`src/rtl/cordic_pkg.sv`:
```
// Shared CORDIC constants: arctangent table, gain compensation, angle scale and FSM encoding.
// Imported by both the vectoring and rotation engines.
package cordic_pkg;

    localparam int          ATAN_N  = 16;
    localparam logic [15:0] K_INV   = 16'h4DBA;
    localparam logic [15:0] ANG_45  = 16'h4000;
    localparam logic [15:0] ANG_MAX = 16'h7FFF;

    // atan(2^-i) in units where 0x4000 = 45 degrees
    localparam logic [15:0] ATAN_TABLE [0:ATAN_N-1] = '{
        16'h4000, 16'h25C8, 16'h13F6, 16'h0A22,
        16'h0516, 16'h028B, 16'h0145, 16'h00A2,
        16'h0051, 16'h0029, 16'h0014, 16'h000A,
        16'h0005, 16'h0003, 16'h0002, 16'h0001
    };

    typedef enum logic [2:0] {
        ST_IDLE,
        ST_INIT,
        ST_CHECK,
        ST_ROTATE,
        ST_SCALE,
        ST_DONE
    } state_t;

endpackage

```
`src/rtl/cordic_vectoring_if.sv`:
```
// Request/result bundle between the input converter, the vectoring engine and result_converter.
// valid_in is a level held until done is seen; outputs are valid while done is high.
interface cordic_vectoring_if #(
    parameter int WIDTH = 16
);
    logic                    valid_in;
    logic signed [WIDTH-1:0] x_in;
    logic signed [WIDTH-1:0] y_in;
    logic        [WIDTH-1:0] angle_out;
    logic        [WIDTH-1:0] mag_out;
    logic                    err;
    logic                    done;

    modport master (
        output valid_in, x_in, y_in,
        input  angle_out, mag_out, err, done
    );

    modport slave (
        input  valid_in, x_in, y_in,
        output angle_out, mag_out, err, done
    );
endinterface

```
`src/rtl/cordic_atan_lut.sv`:
```
// Combinational index-to-arctangent lookup shared by the CORDIC engines.
// Zero latency; no flow control.
module cordic_atan_lut
    import cordic_pkg::*;
(
    input  logic [3:0]  idx,
    output logic [15:0] atan
);
    assign atan = ATAN_TABLE[idx];
endmodule

```
`src/rtl/cordic_vectoring.sv`:
```
// Vectoring-mode CORDIC: atan2(y, x) and gain-compensated magnitude for x >= 0, level valid_in/done handshake.
// Latency 37 edges iterative (36 without CORDIC_MAG_EN, mag_out then tied 0), 2 edges on shortcuts; holds DONE while valid_in stays high.
module cordic_vectoring
    import cordic_pkg::*;
#(
    parameter int WIDTH = 16,
    parameter int GUARD = 2
) (
    input  logic            clk,
    input  logic            rst,
    cordic_vectoring_if.slave bus
);
    localparam int XW = WIDTH + GUARD;
    localparam int ZW = WIDTH + 1;
    localparam int IW = $clog2(WIDTH + 1);
    localparam logic [IW-1:0]        ITER = IW'(WIDTH);
    localparam logic signed [ZW-1:0] ZMAX = ZW'(2**(WIDTH-1) - 1);
    localparam logic signed [ZW-1:0] ZMIN = ZW'(-(2**(WIDTH-1)));

    state_t                  state;
    logic signed [WIDTH-1:0] x_lat, y_lat;
    logic signed [XW-1:0]    x, y;
    logic signed [ZW-1:0]    z;
    logic [IW-1:0]           i;
    logic [WIDTH-1:0]        angle_r;
    logic                    err_r, done_r;

    logic [15:0]             atan_val;
    logic signed [ZW-1:0]    atan_ext;
    logic signed [XW-1:0]    x_sh, y_sh;
    logic [WIDTH-1:0]        angle_sat;

    cordic_atan_lut u_lut (
        .idx  (i[3:0]),
        .atan (atan_val)
    );

    assign atan_ext = $signed({{(ZW-16){1'b0}}, atan_val});
    assign x_sh     = x >>> i;
    assign y_sh     = y >>> i;

    always_comb begin
        angle_sat = z[WIDTH-1:0];
        if (z > ZMAX)
            angle_sat = ZMAX[WIDTH-1:0];
        else if (z < ZMIN)
            angle_sat = ZMIN[WIDTH-1:0];
    end

`ifdef CORDIC_MAG_EN
    localparam logic signed [XW+16:0] PMAX = (XW+17)'(2**(WIDTH-1) - 1);

    logic signed [XW+16:0] prod, prod_sh;
    logic [WIDTH-1:0]      mag_sat, mag_r;

    assign prod    = x * $signed({1'b0, K_INV});
    assign prod_sh = prod >>> 15;

    always_comb begin
        mag_sat = prod_sh[WIDTH-1:0];
        if (prod_sh < 0)
            mag_sat = '0;
        else if (prod_sh > PMAX)
            mag_sat = PMAX[WIDTH-1:0];
    end

    assign bus.mag_out = mag_r;
`else
    assign bus.mag_out = '0;
`endif

    assign bus.angle_out = angle_r;
    assign bus.err       = err_r;
    assign bus.done      = done_r;

    always_ff @(posedge clk or posedge rst) begin
        if (rst) begin
            state   <= ST_IDLE;
            x_lat   <= '0;
            y_lat   <= '0;
            x       <= '0;
            y       <= '0;
            z       <= '0;
            i       <= '0;
            angle_r <= '0;
            err_r   <= 1'b0;
            done_r  <= 1'b0;
`ifdef CORDIC_MAG_EN
            mag_r   <= '0;
`endif
        end else begin
            case (state)
                ST_IDLE: begin
                    done_r <= 1'b0;
                    if (bus.valid_in) begin
                        x_lat <= bus.x_in;
                        y_lat <= bus.y_in;
                        if (bus.x_in[WIDTH-1]) begin
                            err_r   <= 1'b1;
                            angle_r <= '0;
`ifdef CORDIC_MAG_EN
                            mag_r   <= '0;
`endif
                            state   <= ST_DONE;
                        end else if (bus.y_in == '0) begin
                            // Covers both the origin and the +x axis: magnitude is x itself
                            err_r   <= 1'b0;
                            angle_r <= '0;
`ifdef CORDIC_MAG_EN
                            mag_r   <= bus.x_in;
`endif
                            state   <= ST_DONE;
                        end else begin
                            err_r <= 1'b0;
                            state <= ST_INIT;
                        end
                    end
                end
                ST_INIT: begin
                    x     <= XW'(x_lat);
                    y     <= XW'(y_lat);
                    z     <= '0;
                    i     <= '0;
                    state <= ST_CHECK;
                end
                ST_CHECK: begin
                    if (i < ITER) begin
                        state <= ST_ROTATE;
                    end else begin
`ifdef CORDIC_MAG_EN
                        state   <= ST_SCALE;
`else
                        angle_r <= angle_sat;
                        state   <= ST_DONE;
`endif
                    end
                end
                ST_ROTATE: begin
                    // Drive the residual y toward zero; z accumulates the angle rotated through
                    if (!y[XW-1]) begin
                        x <= x + y_sh;
                        y <= y - x_sh;
                        z <= z + atan_ext;
                    end else begin
                        x <= x - y_sh;
                        y <= y + x_sh;
                        z <= z - atan_ext;
                    end
                    i     <= i + 1'b1;
                    state <= ST_CHECK;
                end
                ST_SCALE: begin
                    angle_r <= angle_sat;
`ifdef CORDIC_MAG_EN
                    mag_r   <= mag_sat;
`endif
                    state   <= ST_DONE;
                end
                ST_DONE: begin
                    done_r <= 1'b1;
                    if (!bus.valid_in)
                        state <= ST_IDLE;
                end
                default: state <= ST_IDLE;
            endcase
        end
    end

endmodule
```
`src/flat_wrapper.sv`:
```
// flat-port wrapper written by rule: the top's interface ports become plain ports
module cordic_vectoring_flat import cordic_pkg::*;
#(
    parameter int WIDTH = 16,
    parameter int GUARD = 2
)
  (clk, rst, bus_valid_in, bus_x_in, bus_y_in, bus_angle_out, bus_mag_out, bus_err, bus_done);
  cordic_vectoring_if #(.WIDTH(WIDTH)) bus_i ();
  input  logic clk;
  input  logic rst;
  input wire logic [$bits(bus_i.valid_in)-1:0] bus_valid_in;
  input wire logic [$bits(bus_i.x_in)-1:0] bus_x_in;
  input wire logic [$bits(bus_i.y_in)-1:0] bus_y_in;
  output wire logic [$bits(bus_i.angle_out)-1:0] bus_angle_out;
  output wire logic [$bits(bus_i.mag_out)-1:0] bus_mag_out;
  output wire logic [$bits(bus_i.err)-1:0] bus_err;
  output wire logic [$bits(bus_i.done)-1:0] bus_done;
  assign bus_i.valid_in = bus_valid_in;
  assign bus_i.x_in = bus_x_in;
  assign bus_i.y_in = bus_y_in;
  assign bus_angle_out = bus_i.angle_out;
  assign bus_mag_out = bus_i.mag_out;
  assign bus_err = bus_i.err;
  assign bus_done = bus_i.done;
  cordic_vectoring #(.WIDTH(WIDTH), .GUARD(GUARD)) u_core (.clk(clk), .rst(rst), .bus(bus_i));
endmodule
```
`config.mk`:
```
export PLATFORM = sky130hd
export DESIGN_NAME = cordic_vectoring_flat
export DESIGN_NICKNAME = d
export VERILOG_FILES = /design/src/rtl/cordic_pkg.sv /design/src/rtl/cordic_vectoring_if.sv /design/src/rtl/cordic_atan_lut.sv /design/src/rtl/cordic_vectoring.sv /design/src/flat_wrapper.sv
export SDC_FILE = /design/constraint.sdc
export NUM_CORES = 1
export LEC_CHECK = 0
export ABC_AREA = 1
export BUFFER_PORTS_ARGS = -buffer_cell sky130_fd_sc_hd__buf_2
export CELL_PAD_IN_SITES_DETAIL_PLACEMENT = 0
export CELL_PAD_IN_SITES_GLOBAL_PLACEMENT = 1
export CORE_MARGIN = 5
export CORE_UTILIZATION = 40
export CTS_BUF_LIST = sky130_fd_sc_hd__clkbuf_8 sky130_fd_sc_hd__clkbuf_16
export DETAILED_ROUTE_END_ITERATION = 10
export PLACE_DENSITY_LB_ADDON = 0.1
export SYNTH_ARGS = -nofsm -noshare
export SYNTH_HDL_FRONTEND = slang
export SYNTH_SLANG_ARGS = --single-unit
```
`constraint.sdc`:
```
create_clock -name clk -period 3.3 [get_ports clk]
set_input_delay 0.165 -clock clk [delete_from_list [all_inputs] [get_ports clk]]
set_output_delay 0.165 -clock clk [all_outputs]
set_load 0.02 [all_outputs]
```
==> impl_metrics.toml, run 1 <==
[synthesis]
syn_inst = 1532
yosys_register_bits = 110
seq_area_frac_synth = 0.270
postSynth.asyncResetShare = 1.00
synth_edf_count = 0
syn_avg_cell_area_um2 = 6.65
netlist_area_um2 = 10200
ys_warn_count = 0
synth_cell_types = 56
synth_flop_cell = "dfrtp_1"

[drt]
via_per_inst = 5.22
drc = 0
ant_nets = 0
dr_total_vias = 11800
wire_per_inst_um = 16.7
totalWireLength_um = 37600
drtPass1Iterations = 5
dr.first_iter.drc_count = 880

[clocking]
h-tree-depth = 3
cts_root_buf = "clkbuf_16"
cts_buffers = 9
clk_pin_slew_worst_paths_ns = 0.09
cts.sinks = 110
cts_tree = "yes"
clk_latency_ns = 0.37
clockBufferDepth = 2

[timing]
fin_crit_ns = 3.73
fin_skew_ns = 0.0172
setup-violations-final = 33
min_period_over_period = 1.13
max_slew_margin = 0.330
finalHoldViolations = 0
rsz0062_at_grt = "yes"
fmax_mhz = 268
slew_violations = 0
worstMarginPinSlew_ns = 0.999
setup_slack_ns = -0.428

[grt]
grt_pass1_wl_um = 59900
grt_overflow = 0
grt_pass1_vias = 11300
antenna_found_initial = 0
grt_max_degree = 67
grt.total_usage = 0.261

[setup_path]
cp-start-kind = "register"
crit_type = "register to register"
required_ns = 3.56
cp.arrival_ns = 3.99
worstPathMaxFanout = 23
end_kind = "register"

[die]
ios = 69
die_x_um = 170
initial_core_util = 0.406
core_um2 = 25100
rows = 58
die_h_um = 170
die-area_um2 = 28800

[finish]
stdcell_count = 2257
drive_gt1_frac = 0.361
area_delta_synth_final_pct = 44.0
diodes = 0
mostFrequentLayoutCells = "nand2_1, buf_4, inv_1"
nNetsFinal = 2018
final_common_cell = "nand2_1"

[flow_run]
drv_cap = 0

[place]
post-place-cells = 2217
hpwl_um = 29100
portBuffers = 52
gp_congestion = 0.892

[min_path]
min_path_type = "input port to register"

[outcome]
status = "finished, violations left"
violations = "setup timing"
Yosys cell counts, types with 7 or more instances:
library cell / count / share of area
ha_1: 58 / 0.071
a31oi_1: 8 / 0.0049
buf_2: 16 / 0.0079
o211ai_1: 8 / 0.0059
nor3_1: 9 / 0.0044
o21ai_1: 29 / 0.014
o21ai_0: 101 / 0.050
nand2_1: 434 / 0.16
nand4_1: 9 / 0.0055
o22ai_1: 8 / 0.0049
dfrtp_1: 110 / 0.27
clkbuf_1: 22 / 0.0081
mux2_2: 14 / 0.015
xor2_1: 29 / 0.025
nor2_1: 107 / 0.039
a22oi_1: 19 / 0.014
inv_1: 150 / 0.055
nand3_2: 9 / 0.0088
buf_4: 21 / 0.015
nand3_1: 167 / 0.082
a21oi_1: 89 / 0.044
nand2_2: 7 / 0.0043
xnor2_1: 11 / 0.0095
nor2_2: 16 / 0.0098
worst max-delay path, cell delays in order (launching register included):
cell and delay, ns:
dfrtp_2 0.48, buf_12 0.18, nand2_1 0.08, nand3_1 0.10, buf_4 0.14, nand3_1 0.07
nand2_1 0.07, nand2_1 0.10, nand3_2 0.10, nor2_2 0.13, buf_4 0.12, nand3_2 0.11
buf_4 0.16, o31ai_4 0.24, nand3_2 0.13, o21ai_4 0.13, ha_4 0.25, nand2_1 0.08
nor2_2 0.04, nand3_1 0.11, nand4_1 0.15, nand2_2 0.12, nand3_1 0.09, a21oi_1 0.12
o21ai_1 0.11, o211ai_1 0.12, nand2_1 0.07
per-stage QoR:
stage	utilization	instance area, um2	setup TNS (ns)	worst slack (ns)	hold WS [ns]
floorplan	-	10300	-0.376	-0.122	0.301
global placement	0.531	13300	-12.78	-0.778	0.285
detailed placement	0.531	13300	-13.89	-0.824	0.287
CTS	0.563	14100	-7.09	-0.392	0.0148
global route	0.584	14700	-17.22	-0.665	0.0131
finish	0.584	14700	-8.13	-0.428	0.0237
cells by family after synthesis:
| family | synth area share |
|---|---|
| and+or+nand+nor | 0.327 |
| AOI/OAI and AO/OA | 0.173 |
| buffers and inverters | 0.102 |
| DFF | 0.270 |
| adders and majority gates | 0.0772 |
| xor gates and xnor gates | 0.0344 |
| muxes | 0.0165 |
| other | 0.000368 |
routing by layer:
layer / up-vias / share of wire / global-route usage
li1: 5866 / - / -
met1: 5579 / 0.50 / 0.401
met2: 312 / 0.43 / 0.393
met3: 31 / 0.060 / 0.0356
met4: 0 / 0.014 / 0.0501
met5: - / 0 / 0
layout make-up:
cell class              count  area [um2]
fillers                  2517       10400
inverters                 157         607
well taps                 330         413
multi-input cells        1208        7320
clock buffers               9         225
repair buffers            436        3260
flip-flops and latches    110        2760
clock inverters             7        91.3
registers in the layout, indices dropped and copies added, names as in the netlist:
name	flops
u_core.z	17
u_core.x	18
u_core.y	18
u_core.x_lat	15
u_core.y_lat	16
u_core.bus.err	1
u_core.state	3
u_core.i	5
u_core.bus.angle_out	16
u_core.bus.done	1
path summary, 6_finish.rpt:
check                                                      from  cells past startpoint                                   end  slack, ns
max                                     u_core.i[0]$_DFFE_PP0P_                     26              u_core.x[14]$_DFFE_PP0P_      -0.43
min                                                bus_x_in[12]                      2          u_core.x_lat[12]$_DFFE_PP0P_       0.02
max reg2reg                             u_core.i[0]$_DFFE_PP0P_                     26              u_core.x[14]$_DFFE_PP0P_      -0.43
min reg2reg                u_core.bus.angle_out[12]$_DFFE_PP0P_                      2  u_core.bus.angle_out[12]$_DFFE_PP0P_       0.49
max in group asynchronous                                   rst                      4               u_core.x[4]$_DFFE_PP0P_       2.09
min in group asynchronous                                   rst                      3   u_core.bus.angle_out[3]$_DFFE_PP0P_       0.41
timing repair:
item | 4_1_cts | 5_1_grt
pin swaps | 23 | 17
endpoints found under the hold margin | 44 | 0
resized for setup | 99 | 121
buffers inserted | 15 | 8
setup endpoints to repair | 40 | 43
hold buffers | 1 | 0
Power of run 1 is not shown: default switching activity piles up to over one toggle a cycle in this logic, so the estimate is an artifact.
==> inputs of run 2 (changes only) <==
Settings changed: BUFFER_PORTS_ARGS -buffer_cell sky130_fd_sc_hd__buf_2 to -buffer_cell sky130_fd_sc_hd__buf_4.
==> impl_metrics.toml, run 2 (synthesized netlist as in run 1, its figures left out) <==
[timing]
rsz0062_at_grt = "yes"
finalHoldViolations = 0
fin_skew_ns = 0.0171
fin_crit_ns = 3.81
max_slew_margin = 0.316
setup-violations-final = 37
setup_slack_ns = -0.512
worst_hold_slack_ns = 0.0307
fin_tns_setup_ns = -10.56
slew_violations = 0
min_period_over_period = 1.16
worstMarginPinSlew_ns = 1.02
fmax_mhz = 262

[clocking]
cts_buffers = 9
clk_latency_ns = 0.37
clockBufferDepth = 2
cts_root_buf = "clkbuf_16"
h-tree-depth = 3
clk_pin_slew_worst_paths_ns = 0.09
cts.sinks = 110
cts_tree = "yes"

[grt]
grt_util_met2 = 0.388
grt-busiest-layer = "met1"
antenna_found_initial = 0
grt_pass1_wl_um = 61500
grt.total_usage = 0.270
grt_pass1_vias = 11300
grt_max_degree = 62
gr-usage-met3 = 0.0375
use_met1 = 0.429
grt_overflow = 0

[setup_path]
worstPathMaxFanout = 18
end_kind = "register"
cp.arrival_ns = 4.06
crit_type = "register to register"
required_ns = 3.55
cp-start-kind = "register"

[outcome]
violations = "setup timing"
status = "finished, violations left"

[place]
portBuffers = 52
placed_area_um2 = 13500
hpwl_um = 29900
post-place-cells = 2224
gp_congestion = 0.946

[drt]
totalWireLength_um = 39700
ant_nets = 0
dr.first_iter.drc_count = 1016
via_per_inst = 5.26
dr_total_vias = 12000
wire_per_inst_um = 17.4
drc = 0
drtPass1Iterations = 5

[finish]
final_common_cell = "buf_4"
mostFrequentLayoutCells = "buf_4, nand2_1, inv_1"
diodes = 0
area_delta_synth_final_pct = 53.8
fin_area_um2 = 15700
reg_top3 = "u_core.x x18, u_core.y x18, u_core.z x17"
nNetsFinal = 2035
drive_gt1_frac = 0.407
stdcell_count = 2274

[die]
die_h_um = 170
die_x_um = 170
rows = 58
initial_core_util = 0.406
core_um2 = 25100
die-area_um2 = 28800
ios = 69

[min_path]
min_path_type = "input port to register"

[flow_run]
drv_cap = 0
[run 2: changes by cell type in the layout (fill, tap and decap cells not counted), moves of 9 or more]
cell,change
buf_2,-52
buf_4,+54
buf_6,+9
ha_1,-10
ha_4,+12
nand2_1,-30
nand2_2,+18
nand2_4,+12
nand3_1,-21
nand3_2,+12
nand3_4,+9
[run 2: worst paths after layout]
check	start	slack, ns	end	depth (start not counted)
worst max-delay path	u_core.i[1]$_DFFE_PP0P_	-0.51	u_core.z[15]$_DFFE_PP0P_	24
worst min-delay path	bus_x_in[12]	0.03	u_core.x_lat[12]$_DFFE_PP0P_	2
worst max register to register	u_core.i[1]$_DFFE_PP0P_	-0.51	u_core.z[15]$_DFFE_PP0P_	24
worst min register to register	u_core.y_lat[15]$_DFFE_PP0P_	0.50	u_core.y_lat[15]$_DFFE_PP0P_	2
max in group asynchronous	rst	2.05	u_core.x_lat[14]$_DFFE_PP0P_	4
min in group asynchronous	rst	0.46	u_core.bus.angle_out[8]$_DFFE_PP0P_	3
[run 2: cell type report]
| type | instances | area, um2 |
|---|---|---|
| Timing Repair inverter | 1 | 6.26 |
| Clock buffer | 9 | 225 |
| Timing Repair Buffer | 452 | 3600 |
| Fill cell | 2319 | 9450 |
| Multi-Input combinational cell | 1208 | 7970 |
| Clock inverter | 7 | 81.3 |
| Inverter | 157 | 609 |
| Sequential cell | 110 | 2760 |
| Tap cell | 330 | 413 |
[run 2: per-stage QoR]
step / util / worst slack [ns]
detailed placement: 0.539 / -0.837
global placement: 0.539 / -0.791
global route: 0.624 / -0.734
CTS: 0.587 / -0.457
finish: 0.624 / -0.512
floorplan: - / -0.122
[run 2: critical path, stage by stage, from the launching register on]
cell and delay (ns):
dfrtp_2 0.47, inv_6 0.19, buf_4 0.17, ha_4 0.20, nand2_2 0.07, inv_1 0.05, o21ai_2 0.14, o21ai_2 0.08
inv_1 0.07, ha_2 0.18, nand2_2 0.06, nor2_1 0.08, nand2_1 0.09, o21ai_2 0.26, xor2_2 0.30, ha_4 0.20
inv_2 0.04, nor3_2 0.20, nand3_1 0.10, nand4_1 0.15, nand3_1 0.12, o21bai_1 0.20, a21oi_1 0.09, o21ai_1 0.10
o21ai_1 0.10
[run 2: per-layer routing]
layer / wire length (um) / share of wire
met1: 20000 / 0.50
met2: 16500 / 0.42
met3: 2380 / 0.060
met4: 812 / 0.020
met5: 0 / 0
[run 2: what timing repair did]
action	in CTS	in global routing
pin swaps	55	94
hold buffers	1	0
gates resized for setup	177	183
gates cloned	1	0
hold endpoints to repair	49	0
buffers inserted	22	17
setup endpoints to repair	42	44
Power of run 2 is left out for the same reason.
